==> config.mk <==
export PLATFORM = sky130hd
export DESIGN_NAME = lamp_pwm_controller
export DESIGN_NICKNAME = d
export VERILOG_FILES = /design/src/rtl/lamp_pwm_controller.sv
export SDC_FILE = /design/constraint.sdc
export NUM_CORES = 1
export LEC_CHECK = 0
export ABC_AREA = 1
export CAP_MARGIN = 20
export CORE_MARGIN = 2
export CORE_UTILIZATION = 50
export DETAILED_ROUTE_END_ITERATION = 12
export GPL_ROUTABILITY_DRIVEN = 0
export HOLD_SLACK_MARGIN = 0.03
export PLACE_DENSITY = 0.63
export REMOVE_ABC_BUFFERS = 1
export SLEW_MARGIN = 20
export SYNTH_ARGS = -nofsm -noshare
export SYNTH_HDL_FRONTEND = slang
export SYNTH_SLANG_ARGS = --single-unit
==> constraint.sdc <==
create_clock -name c50M -period 7.5 [get_ports c50M]
set_input_delay 1.5 -clock c50M [delete_from_list [all_inputs] [get_ports c50M]]
set_output_delay 1.5 -clock c50M [all_outputs]
set_load 0.05 [all_outputs]
==> src/rtl/lamp_pwm_controller.sv <==
// Multi-channel lamp PWM driver with off/dim/full/blink levels, ramped steady changes
// and an attention flash burst on each new brake request.
`timescale 1ns/1ps

module lamp_pwm_controller #(
   parameter int CHANNELS    = 4,
   parameter int PWM_BITS    = 10,
   parameter int PWM_DIV     = 1,
   parameter int DIM_LEVEL   = 31,
   parameter int RAMP_STEP   = 32,
   parameter int BLINK_HALF  = 16_666_667,
   parameter int FLASH_HALF  = 2_500_000,
   parameter int FLASH_COUNT = 3
) (
   input  logic                c50M,
   input  logic                reset,
   input  logic [CHANNELS-1:0] onReq,
   input  logic [CHANNELS-1:0] dimReq,
   input  logic [CHANNELS-1:0] blinkReq,
   input  logic [CHANNELS-1:0] flashEn,
   output logic [CHANNELS-1:0] lampPWM,
   output logic                blinkPhase
);

   localparam int PRE_W   = (PWM_DIV > 1) ? $clog2(PWM_DIV) : 1;
   localparam int BLINK_W = (BLINK_HALF > 1) ? $clog2(BLINK_HALF) : 1;
   localparam int TIMER_W = (FLASH_HALF > 1) ? $clog2(FLASH_HALF) : 1;
   localparam int PULSE_W = $clog2(FLASH_COUNT + 1);
   localparam int MAX_INT = (1 << PWM_BITS) - 1;
   localparam int STEP_CLAMP = (RAMP_STEP > MAX_INT) ? MAX_INT : RAMP_STEP;

   localparam logic [PWM_BITS-1:0] DUTY_MAX   = '1;
   localparam logic [PWM_BITS-1:0] DIM_DUTY   = PWM_BITS'(DIM_LEVEL);
   localparam logic [PWM_BITS-1:0] STEP       = PWM_BITS'(STEP_CLAMP);
   localparam logic [PRE_W-1:0]    PRE_LAST   = PRE_W'(PWM_DIV - 1);
   localparam logic [BLINK_W-1:0]  BLINK_LAST = BLINK_W'(BLINK_HALF - 1);
   localparam logic [TIMER_W-1:0]  TIMER_LAST = TIMER_W'(FLASH_HALF - 1);
   localparam logic [PULSE_W-1:0]  PULSE_LAST = PULSE_W'(FLASH_COUNT);
   localparam logic [PULSE_W-1:0]  PULSE_ONE  = PULSE_W'(1);
   localparam bit                  RAMP_OFF   = (RAMP_STEP == 0);

   localparam logic [1:0] ST_IDLE      = 2'd0;
   localparam logic [1:0] ST_FLASH_ON  = 2'd1;
   localparam logic [1:0] ST_FLASH_OFF = 2'd2;
   localparam logic [1:0] ST_STEADY    = 2'd3;

   logic [PRE_W-1:0]                    presc_q, presc_d;
   logic [PWM_BITS-1:0]                 pwm_count_q, pwm_count_d;
   logic [BLINK_W-1:0]                  blink_cnt_q, blink_cnt_d;
   logic                                blink_phase_q, blink_phase_d;
   logic [CHANNELS-1:0]                 on_prev_q, on_prev_d;
   logic [CHANNELS-1:0][1:0]            state_q, state_d;
   logic [CHANNELS-1:0][TIMER_W-1:0]    timer_q, timer_d;
   logic [CHANNELS-1:0][PULSE_W-1:0]    pulse_q, pulse_d;
   logic [CHANNELS-1:0][PWM_BITS-1:0]   duty_q, duty_d;
   logic [CHANNELS-1:0][PWM_BITS-1:0]   target;
   logic [CHANNELS-1:0]                 immediate;
   logic [CHANNELS-1:0]                 lamp_q, lamp_d;
   logic                                presc_wrap;
   logic                                pwm_wrap;

   always_comb begin
      presc_wrap    = (presc_q == PRE_LAST);
      presc_d       = presc_wrap ? '0 : presc_q + 1'b1;
      pwm_count_d   = presc_wrap ? pwm_count_q + 1'b1 : pwm_count_q;
      pwm_wrap      = presc_wrap && (pwm_count_q == DUTY_MAX);
      blink_cnt_d   = blink_cnt_q;
      blink_phase_d = blink_phase_q;
      // Idle blink timebase parks lit so every blink sequence starts with the lamp on.
      if (blinkReq == '0) begin
         blink_cnt_d   = '0;
         blink_phase_d = 1'b1;
      end else if (blink_cnt_q == BLINK_LAST) begin
         blink_cnt_d   = '0;
         blink_phase_d = ~blink_phase_q;
      end else begin
         blink_cnt_d   = blink_cnt_q + 1'b1;
      end
   end

   always_comb begin
      on_prev_d = onReq;
      state_d   = state_q;
      timer_d   = timer_q;
      pulse_d   = pulse_q;
      for (int i = 0; i < CHANNELS; i++) begin
         if (!onReq[i]) begin
            state_d[i] = ST_IDLE;
            timer_d[i] = '0;
            pulse_d[i] = '0;
         end else begin
            case (state_q[i])
               ST_IDLE: begin
                  if (!on_prev_q[i]) begin
                     if (flashEn[i]) begin
                        state_d[i] = ST_FLASH_ON;
                        pulse_d[i] = PULSE_ONE;
                        timer_d[i] = '0;
                     end else begin
                        state_d[i] = ST_STEADY;
                     end
                  end
               end
               ST_FLASH_ON: begin
                  if (timer_q[i] == TIMER_LAST) begin
                     state_d[i] = ST_FLASH_OFF;
                     timer_d[i] = '0;
                  end else begin
                     timer_d[i] = timer_q[i] + 1'b1;
                  end
               end
               ST_FLASH_OFF: begin
                  if (timer_q[i] == TIMER_LAST) begin
                     timer_d[i] = '0;
                     if (pulse_q[i] < PULSE_LAST) begin
                        state_d[i] = ST_FLASH_ON;
                        pulse_d[i] = pulse_q[i] + 1'b1;
                     end else begin
                        state_d[i] = ST_STEADY;
                     end
                  end else begin
                     timer_d[i] = timer_q[i] + 1'b1;
                  end
               end
               default: state_d[i] = ST_STEADY;
            endcase
         end
      end
   end

   // Duty only moves at the PWM roll-over so a period is never cut short mid-pulse.
   always_comb begin
      duty_d = duty_q;
      lamp_d = '0;
      for (int i = 0; i < CHANNELS; i++) begin
         immediate[i] = 1'b1;
         if (blinkReq[i])                        target[i] = blink_phase_q ? DUTY_MAX : '0;
         else if (state_q[i] == ST_FLASH_ON)     target[i] = DUTY_MAX;
         else if (state_q[i] == ST_FLASH_OFF)    target[i] = '0;
         else begin
            immediate[i] = RAMP_OFF;
            if (state_q[i] == ST_STEADY)         target[i] = DUTY_MAX;
            else if (dimReq[i])                  target[i] = DIM_DUTY;
            else                                 target[i] = '0;
         end
         if (pwm_wrap) begin
            if (immediate[i])
               duty_d[i] = target[i];
            else if (target[i] > duty_q[i])
               duty_d[i] = (target[i] - duty_q[i] > STEP) ? duty_q[i] + STEP : target[i];
            else
               duty_d[i] = (duty_q[i] - target[i] > STEP) ? duty_q[i] - STEP : target[i];
         end
         if (duty_q[i] == '0)             lamp_d[i] = 1'b0;
         else if (duty_q[i] == DUTY_MAX)  lamp_d[i] = 1'b1;
         else                             lamp_d[i] = (pwm_count_q < duty_q[i]);
      end
   end

   always_ff @(posedge c50M or posedge reset) begin
      if (reset) begin
         presc_q       <= '0;
         pwm_count_q   <= '0;
         blink_cnt_q   <= '0;
         blink_phase_q <= 1'b1;
         on_prev_q     <= '0;
         state_q       <= {CHANNELS{ST_IDLE}};
         timer_q       <= '0;
         pulse_q       <= '0;
         duty_q        <= '0;
         lamp_q        <= '0;
      end else begin
         presc_q       <= presc_d;
         pwm_count_q   <= pwm_count_d;
         blink_cnt_q   <= blink_cnt_d;
         blink_phase_q <= blink_phase_d;
         on_prev_q     <= on_prev_d;
         state_q       <= state_d;
         timer_q       <= timer_d;
         pulse_q       <= pulse_d;
         duty_q        <= duty_d;
         lamp_q        <= lamp_d;
      end
   end

   assign lampPWM    = lamp_q;
   assign blinkPhase = blink_phase_q;

endmodule

==> results of run 1 <==
Yosys cell counts (all sizes together) (4+ instances only):
cell type and instances:
buf 15, ha 127, nor2 201, nor3b 5
and2 4, nand4 61, nor3 60, o211ai 10
dfrtp 170, o21a 5, inv 317, xnor2 7
a21oi 85, o211a 4, o21ai 82, xor2 49
o2111ai 4, nor4 19, o31ai 4, nand3 185
a21boi 9, nand3b 5, nand2 522, a31oi 9
layer usage:
metal | part of all wire | track usage
met5 | 0 | 0
met4 | 0.016 | 0.0606
met3 | 0.031 | 0.0336
met2 | 0.46 | 0.380
met1 | 0.50 | 0.312
sequential cells by signal (all words and copies together), names as in the netlist:
| signal | cells |
|---|---|
| blinkPhase | 1 |
| blink_cnt_q | 24 |
| duty_q | 24 |
| lampPWM | 4 |
| on_prev_q | 4 |
| pulse_q | 8 |
| pwm_count_q | 10 |
| state_q | 8 |
| timer_q | 88 |
worst reg2reg max path, stage by stage (launching register included):
cell and delay, ns:
dfrtp_1 0.42, inv_1 0.11, ha_1 0.27, o21ai_0 0.25, nand2_1 0.26, ha_1 0.56
nand2_1 0.13, nor2_2 0.19, nand2_1 0.10, nand4_1 0.08, nand2_1 0.06, nor2_1 0.18
nand2_1 0.14, nand2_1 0.13, nand3_1 0.08, nand2_1 0.15, nor2_1 0.07, nor2_1 0.12
kinds of logic after synthesis:
group                      count (synthesis)  share of synthesized area
AOI/OAI and AO/OA                        220                     0.0912
xor gates and xnor gates                  56                     0.0358
muxes                                      2                    0.00146
buffers and inverters                    336                     0.0948
adders and majority gates                127                      0.116
and+or+nand+nor                         1068                      0.348
DFF                                      171                      0.313
through the flow:
step,cell area (um^2),utilization,setup WS [ns],cells
2_1_floorplan,13600,-,1.37,1962
3_3_place_gp,14200,0.530,2.87,2327
3_5_place_dp,14200,0.530,2.85,2327
4_1_cts,14800,0.552,3.28,2359
5_1_grt,14900,0.553,2.97,2359
6_report,14900,0.553,3.27,2359
area by class of cell:
class                      instances  area [um^2]  share of cell area
multi-input combinational       1473         8100               0.546
sequential                       171         4280               0.288
inverter                         318         1200              0.0810
clock buffer                      18          429              0.0289
tap                              341          427              0.0287
timing repair buffer              24          235              0.0158
clock inverter                    14          173              0.0116
where the power goes:
group          switching (mW)  internal [mW]
Combinational            1.09          0.514
Clock                   0.440          0.480
Sequential             0.0725          0.990
how the worst max path moves through the flow:
stage,slack (ns),to
floorplan,1.37,blink_cnt_q[0]
global placement,2.87,duty_q[16]
detailed placement,2.85,duty_q[16]
CTS,3.28,duty_q[16]
global route,2.97,duty_q[16]
finish,3.27,duty_q[16]
==> out/summary.txt, run 1 <==
Worst reg2reg path startpoint: state_q[3]
CP peak stage delay: 0.65 ns
Top cell type's share of synthesized area: 0.311
Clock Tree Root: clkbuf_16
WS Path Type: input pin to register
Hold Path Stages: 1
Initial Util: 0.509
1st-pass router iterations: 6
Iter 0 DRT Violations: 940
Mean post-synth cell area: 6.91 um^2
Mapped cell area: 0.0137 mm^2
H-tree Lvls: 4
Vias per inst: 5.30
Top delay family on crit path: simple AND/OR/NAND/NOR gates
Core area: 0.0269 mm^2
Top post-synthesis cells by area: dfrtp_1 (31%), nand2_1 (14%), ha_1 (12%)
Port buffer count: 22
Post-synth EDFFs: 0
Synthesis-to-finish area growth: 8.54%
Startpoint Class: input pin
Leak: 7.60 nW
Setup TNS Final: 0 ns
Total routed wirelength: 31,100 um
Worst-path clk slew: 0.08 ns
Crit path time final: 4.23 ns
Register area share after synthesis: 0.313
Ys async rst share: 1.00
Required @ worst endpoint: 7.86 ns
Final Hold Viols: 0
Max-Slew Margin vs Limit: 0.384
Reg2Reg Setup Slack: 4.13 ns
CP endpoint kind: register
Height of the die: 169 um
CTS tree: yes
Number of storage elements in the synthesis netlist: 171
Final net count: 2,150
Cts bufs inserted: 17
Area leader, netlist: dfrtp_1
DRC: 0
Distinct cell type count after synthesis: 53
Clock latency on the worst-skew pair: 0.45 ns
Avg WL per Cell: 13.2 um
WP depth: 17
Hold path endpoint: timer_q[87]
Largest net degree at the start of global routing: 110
Status: complete, no violations
Post-synthesis cell count: 1,980
CTS Hold Bufs: 0
Clk sink count: 171
RSZ-0062 raised after global routing: false
Max Root-Sink Buffers: 2
Tot GR Track Use: 0.228
Max Clock Skew: 0.0151 ns
IR drop worst, VDD: 124 uV
Critical path startpoint: blinkReq[1]
Antenna violations before repair: 0
R2R Path End: duty_q[16]
DP HPWL: 23,300 um
Critical path peak fanout: 10
Setup Viol. Count Final: 0
Die Wd: 169 um
Ys flop type: dfrtp_1
# IOs: 23
Max Freq: 236 MHz
Diodes inserted: 0
Cells on worst reg2reg path: 17
Post-layout power: 3.58 mW
Number of global-route vias before repair: 12.0k
Max_cap viols: 0
Post-CTS setup buffers: 0
CP arrival: 4.59 ns
Fillcell total: 2,590
Crit-path slowest cell: clkdlybuf4s50_1
Die Footprint: 0.0287 mm^2
PD cells: 241 mW/mm^2
Final worst-path cycle share: 0.564
Rows: 60
Grt total ovfl: 0
Most common cell after layout, fill and taps aside: nand2_1
Hold Crit Start: timer_q[87]
CP cell instances: clkdlybuf4s50_1 > inv_1 > o21ai_0 > nand2_1 > ha_1 > nand2_1 > nor2_2 > nand2_1 > nand4_1 > nand2_1 > nor2_1 > nand2_1 > nand2_1 > nand3_1 > nand2_1 > nor2_1 > nor2_1
Worst slew pin tran: 0.915 ns
PostCTS Resize Cnt: 0
Syn. warnings: 0
Most frequent cells in the layout: nand2_1 (510), inv_1 (289), nor2_1 (183), nand3_1 (182), dfrtp_1 (170)
Hold/Removal Path Class: register to register
Share of cells above drive strength 1: 0.0550
Crit path top cell by count: nand2_1
Buf/Inv on CP: 2
Worst hold slack: 0.464 ns
First-pass GRT wire length: 54,700 um
Vias: 12.5k
Slew Limit Fails: 0
Detail Route Antenna Nets: 0
(Power assumes the default switching activity.)
==> run 2: changes to the inputs <==
Clock period 7.5 ns to 4 ns, I/O delays scaled along.
==> out/summary.txt, run 2 (synthesized netlist as in run 1, its figures left out) <==
Diodes inserted: 0 (unchanged)
GR Util met3: 0.0319 (was 0.0336)
Largest Register: timer_q (unchanged)
1st-pass router iterations: 5 (was 6)
Final net count: 2,156 (was 2,150)
Worst Setup Slack post-DPL: 0.237 ns (was 2.85 ns)
Most frequent cells in the layout: nand2_1 (510), inv_1 (289), nor2_1 (183), nand3_1 (182), dfrtp_1 (170) (unchanged)
Core area: 0.0269 mm^2 (unchanged)
Antenna violations before repair: 0 (unchanged)
IR drop worst, VDD: 260 uV (was 124 uV)
Worst reg2reg path startpoint: state_q[3] (unchanged)
Slew Limit Fails: 0 (unchanged)
Rows: 60 (unchanged)
Required @ worst endpoint: 4.33 ns (was 7.86 ns)
Most common cell after layout, fill and taps aside: nand2_1 (unchanged)
Cts bufs inserted: 17 (unchanged)
H-tree Lvls: 4 (unchanged)
PD cells: 445 mW/mm^2 (was 241 mW/mm^2)
Met1 usage: 0.312 (about the same)
Iter 0 DRT Violations: 897 (was 940)
Detail Route Antenna Nets: 0 (unchanged)
Synthesis-to-finish area growth: 8.68% (was 8.54%)
Hold/Removal Path Class: register to register (unchanged)
First-pass GRT wire length: 54,100 um (was 54,700 um)
Max-Slew Margin vs Limit: 0.594 (was 0.384)
Die Wd: 169 um (unchanged)
# IOs: 23 (unchanged)
Share of cells above drive strength 1: 0.0578 (was 0.0550)
Startpoint Class: input pin (unchanged)
Vias per inst: 5.25 (was 5.30)
Total routed wirelength: 30,700 um (was 31,100 um)
DRC: 0 (unchanged)
Max Clock Skew: 0.0139 ns (was 0.0151 ns)
Status: complete, no violations (unchanged)
Die Footprint: 0.0287 mm^2 (unchanged)
Leak: 7.61 nW (was 7.60 nW)
Cells on worst reg2reg path: 16 (was 17)
Max reg flops: 88 (unchanged)
Clk sink count: 171 (unchanged)
WS Path Type: input pin to register (unchanged)
CP endpoint kind: register (unchanged)
GR Layer Usage met2: 0.377 (was 0.380)
Post-CTS setup buffers: 0 (unchanged)
Crit path time final: 3.34 ns
Initial Util: 0.509 (unchanged)
CTS tree: yes (unchanged)
Vias: 12.4k (was 12.5k)
Layer carrying the most global-route usage: met2 (unchanged)
Hold path endpoint: timer_q[87] (unchanged)
Clock Tree Root: clkbuf_16 (unchanged)
Worst-path clk slew: 0.07 ns (was 0.08 ns)
Hold Path Stages: 1 (unchanged)
Post-layout power: 6.62 mW (was 3.58 mW)
Worst slew pin tran: 0.610 ns (was 0.915 ns)
CP arrival: 3.67 ns (was 4.59 ns)
Largest net degree at the start of global routing: 69 (was 110)
Height of the die: 169 um (unchanged)
Reg2Reg Setup Slack: 0.74 ns (was 4.13 ns)
Tot GR Track Use: 0.226 (was 0.228)
Number of global-route vias before repair: 11.6k (was 12.0k)
Max Root-Sink Buffers: 2 (unchanged)
Hold Crit Start: timer_q[87] (unchanged)
Grt total ovfl: 0 (unchanged)
Avg WL per Cell: 13.0 um (was 13.2 um)
Critical path peak fanout: 9 (was 10)
Fin worst setup slack: 0.658 ns (was 3.27 ns)
R2R Path End: duty_q[16] (unchanged)
Max Freq: 299 MHz
Biggest regs: timer_q x88, blink_cnt_q x24, duty_q x24 (unchanged)
Max_cap viols: 0 (unchanged)
Final Hold Viols: 0 (unchanged)
CTS Hold Bufs: 0 (unchanged)
Fillcell total: 2,621 (was 2,590)
RSZ-0062 raised after global routing: false (unchanged)
Final worst-path cycle share: 0.836
Clock latency on the worst-skew pair: 0.44 ns (was 0.45 ns)
PostCTS Resize Cnt: 0 (unchanged)
DP HPWL: 23,600 um (was 23,300 um)
Port buffer count: 22 (unchanged)
Setup Viol. Count Final: 0 (unchanged)
run 2: cell count changes in the layout (fill, tap and decap cells not counted), sizes merged:
cell      previous run  this run
clkinv               5         3
bufinv               1         0
clkinvlp             1         3
buf                  2         8
clkbuf              18        19
run 2: worst max-delay path by stage:
stage | depth (start not counted) | from | to
finish | 16 | blinkReq[3] | duty_q[33]
global route | 18 | state_q[3] | duty_q[15]
global placement | 18 | blinkReq[1] | duty_q[16]
CTS | 16 | blinkReq[3] | duty_q[33]
floorplan | 1 | reset | blink_cnt_q[0]
detailed placement | 16 | blinkReq[3] | duty_q[33]
run 2: where the power goes:
part / switching, mW / internal [mW] / leakage [nW]
clock: 0.782 / 0.842 / 0.271
combinational: 2.04 / 0.966 / 5.05
sequential: 0.134 / 1.86 / 2.28
total: 2.95 / 3.67 / 7.61
run 2: final cells by class:
type,instances,area (um^2),share of cell area
repair buffers,30,293,0.0197
inverters,318,1200,0.0807
clock inverters,13,123,0.00825
well taps,341,427,0.0287
clock buffers,19,443,0.0298
flip-flops and latches,171,4280,0.288
multi-input cells,1473,8100,0.545
run 2: metal layers:
layer / wire length, um / share of wire
met1: 15300 / 0.50
met2: 14100 / 0.46
met3: 930 / 0.030
met4: 343 / 0.011
met5: 0 / 0
run 2: through the flow:
stage                      util  setup TNS [ns]  hold slack (ns)  area (um^2)  instances
after floorplan               -         -243.27            0.426        13600       1962
after global placement    0.532               0            0.455        14300       2333
after detailed placement  0.532               0            0.462        14300       2333
after CTS                 0.553               0            0.473        14900       2365
after global routing      0.553               0            0.504        14900       2365
final                     0.553               0            0.474        14900       2365
run 2: worst max-delay path, stage by stage:
cell             delay (ns)
clkdlybuf4s50_1        0.58
inv_1                  0.08
o21ai_0                0.08
nand2_1                0.26
ha_1                   0.55
nand3_1                0.19
nor2_1                 0.19
nand2_1                0.10
nand3_1                0.09
nand2_1                0.05
nand2_1                0.07
nand3_1                0.17
nand3_1                0.18
nand3_1                0.10
o21ai_1                0.13
inv_1                  0.04
==> run 3: changes to the inputs <==
Settings changed: PLACE_DENSITY 0.63 to 0.66.
Clock period 4 ns to 2.9 ns, I/O delays scaled along.
==> out/summary.txt, run 3 (synthesized netlist as in run 1, its figures left out) <==
DP HPWL: 24,100 um (was 23,600 um)
Critical path peak fanout: 5 (was 9)
Worst reg2reg path startpoint: state_q[0] (was state_q[3])
Worst slew pin tran: 0.496 ns (was 0.610 ns)
Hold/Removal Path Class: register to register (unchanged)
Max Root-Sink Buffers: 2 (unchanged)
CTS Hold Bufs: 0 (unchanged)
Clock latency on the worst-skew pair: 0.44 ns (about the same)
Clk sink count: 171 (unchanged)
Grt total ovfl: 0 (unchanged)
Max-Slew Margin vs Limit: 0.666 (was 0.594)
Detail Route Antenna Nets: 0 (unchanged)
Placement Cell Area: 0.0150 mm^2 (was 0.0143 mm^2)
Worst-path clk slew: 0.08 ns (was 0.07 ns)
Crit-path slowest cell: dfrtp_1 (was clkdlybuf4s50_1)
Most frequent cells in the layout: nand2_1 (494), inv_1 (281), nand3_1 (178), nor2_1 (172), dfrtp_1 (167) (was nand2_1 (510), inv_1 (289), nor2_1 (183), nand3_1 (182), dfrtp_1 (170))
Share of cells above drive strength 1: 0.136 (was 0.0578)
Cts bufs inserted: 17 (unchanged)
1st-pass router iterations: 5 (unchanged)
CTS tree: yes (unchanged)
Max Clock Skew: 0.0130 ns (was 0.0139 ns)
Diodes inserted: 0 (unchanged)
Reg2Reg Setup Slack: 0.14 ns (was 0.74 ns)
Tot GR Track Use: 0.226 (about the same)
IR drop worst, VDD: 395 uV (was 260 uV)
Startpoint Class: register (was input pin)
First-pass GRT wire length: 54,500 um (was 54,100 um)
Status: complete, no violations (unchanged)
Port buffer count: 22 (unchanged)
Final net count: 2,255 (was 2,156)
Die Footprint: 0.0287 mm^2 (unchanged)
PD cells: 631 mW/mm^2 (was 445 mW/mm^2)
Height of the die: 169 um (unchanged)
Hold Crit Start: timer_q[87] (unchanged)
Biggest regs: timer_q x88, blink_cnt_q x24, duty_q x24 (unchanged)
CP peak stage delay: 0.44 ns (was 0.58 ns)
Initial Util: 0.509 (unchanged)
Cells on worst reg2reg path: 17 (was 16)
RSZ-0062 raised after global routing: true (was false)
Seq. cell area: 0.00428 mm^2 (about the same)
Top delay family on crit path: simple AND/OR/NAND/NOR gates (unchanged)
Buf/Inv on CP: 3 (unchanged)
Fillcell total: 2,519 (was 2,621)
Area of the multi-input gates: 0.00844 mm^2 (was 0.00810 mm^2)
Final Hold Viols: 0 (unchanged)
Worst hold slack: 0.457 ns (was 0.474 ns)
CP cell instances: ha_1 > o21ai_2 > nand2_2 > buf_4 > ha_1 > nand2_1 > inv_1 > a21oi_1 > nand3_1 > nand2_1 > nand2_1 > nand3_2 > buf_4 > nand2_1 > nand3_1 > nand3_1 > a21oi_1 (was clkdlybuf4s50_1 > inv_1 > o21ai_0 > nand2_1 > ha_1 > nand3_1 > nor2_1 > nand2_1 > nand3_1 > nand2_1 > nand2_1 > nand3_1 > nand3_1 > nand3_1 > o21ai_1 > inv_1)
Leak: 8.08 nW (was 7.61 nW)
Rows: 60 (unchanged)
CP arrival: 3.11 ns (was 3.67 ns)
Max reg flops: 88 (unchanged)
Placed Instances: 2,426 (was 2,333)
Number of global-route vias before repair: 12.2k (was 11.6k)
Setup TNS Final: 0 ns (unchanged)
Design Area, Final: 0.0160 mm^2 (was 0.0149 mm^2)
Avg WL per Cell: 12.9 um (was 13.0 um)
Hold Path Stages: 1 (unchanged)
Crit path top cell by count: nand2_1 (was nand3_1)
Antenna violations before repair: 0 (unchanged)
Post-Layout Cell Count: 2,464 (was 2,365)
# IOs: 23 (unchanged)
Vias per inst: 5.23 (was 5.25)
CP endpoint kind: register (unchanged)
Max Freq: 363 MHz
Synthesis-to-finish area growth: 16.6% (was 8.68%)
Iter 0 DRT Violations: 795 (was 897)
Largest net degree at the start of global routing: 54 (was 69)
Most common cell after layout, fill and taps aside: nand2_1 (unchanged)
Die Wd: 169 um (unchanged)
Vias: 12.9k (was 12.4k)
R2R Path End: duty_q[8] (was duty_q[16])
Max_cap viols: 0 (unchanged)
Largest Register: timer_q (unchanged)
Core area: 0.0269 mm^2 (unchanged)
Worst Setup Slack post-DPL: -0.434 ns (was 0.237 ns)
Post-layout power: 10.1 mW (was 6.62 mW)
Critical path startpoint: state_q[0] (was blinkReq[3])
Required @ worst endpoint: 3.25 ns (was 4.33 ns)
Total routed wirelength: 31,700 um (was 30,700 um)
Clock Tree Root: clkbuf_16 (unchanged)
Setup Viol. Count Final: 0 (unchanged)
Crit path time final: 2.76 ns
Hold path endpoint: timer_q[87] (unchanged)
DRC: 0 (unchanged)
Fin worst setup slack: 0.145 ns (was 0.658 ns)
Final core utilization: 0.594 (was 0.553)
Final worst-path cycle share: 0.950
WS Path Type: register to register (was input pin to register)
H-tree Lvls: 4 (unchanged)
Slew Limit Fails: 0 (unchanged)
[run 3: power by group]
part | switching, mW | internal [mW] | total, mW | leakage, nW
combinational | 3.11 | 2.05 | 5.16 | 5.54
sequential | 0.180 | 2.57 | 2.75 | 2.28
clock | 1.04 | 1.12 | 2.16 | 0.256
[run 3: what timing repair did]
item	4_1_cts	5_1_grt
endpoints found under the setup margin	6	24
resized for setup	2	91
buffers inserted	0	6
pin swaps	1	13
[run 3: area by class of cell]
cell class,count,share of cell area
multi-input combinational,1473,0.529
sequential,171,0.269
inverter,318,0.0752
timing repair buffer,129,0.0661
clock buffer,19,0.0271
tap,341,0.0267
clock inverter,13,0.00682
[run 3: layer usage]
| metal | vias up | GRT usage | share of wire |
|---|---|---|---|
| met3 | 30 | 0.0285 | 0.027 |
| met2 | 166 | 0.391 | 0.48 |
| met1 | 5996 | 0.297 | 0.48 |
| li1 | 6700 | - | - |
| met4 | 0 | 0.0617 | 0.013 |
| met5 | - | 0 | 0 |
[run 3: worst max path at each step]
| stage | endpoint | slack [ns] | cells past startpoint |
|---|---|---|---|
| after floorplan | blink_cnt_q[0] | -2.31 | 1 |
| after global placement | duty_q[16] | -0.37 | 17 |
| after detailed placement | duty_q[17] | -0.43 | 17 |
| after CTS | duty_q[25] | 0.01 | 18 |
| after global routing | duty_q[25] | -0.02 | 22 |
| final | duty_q[8] | 0.14 | 17 |
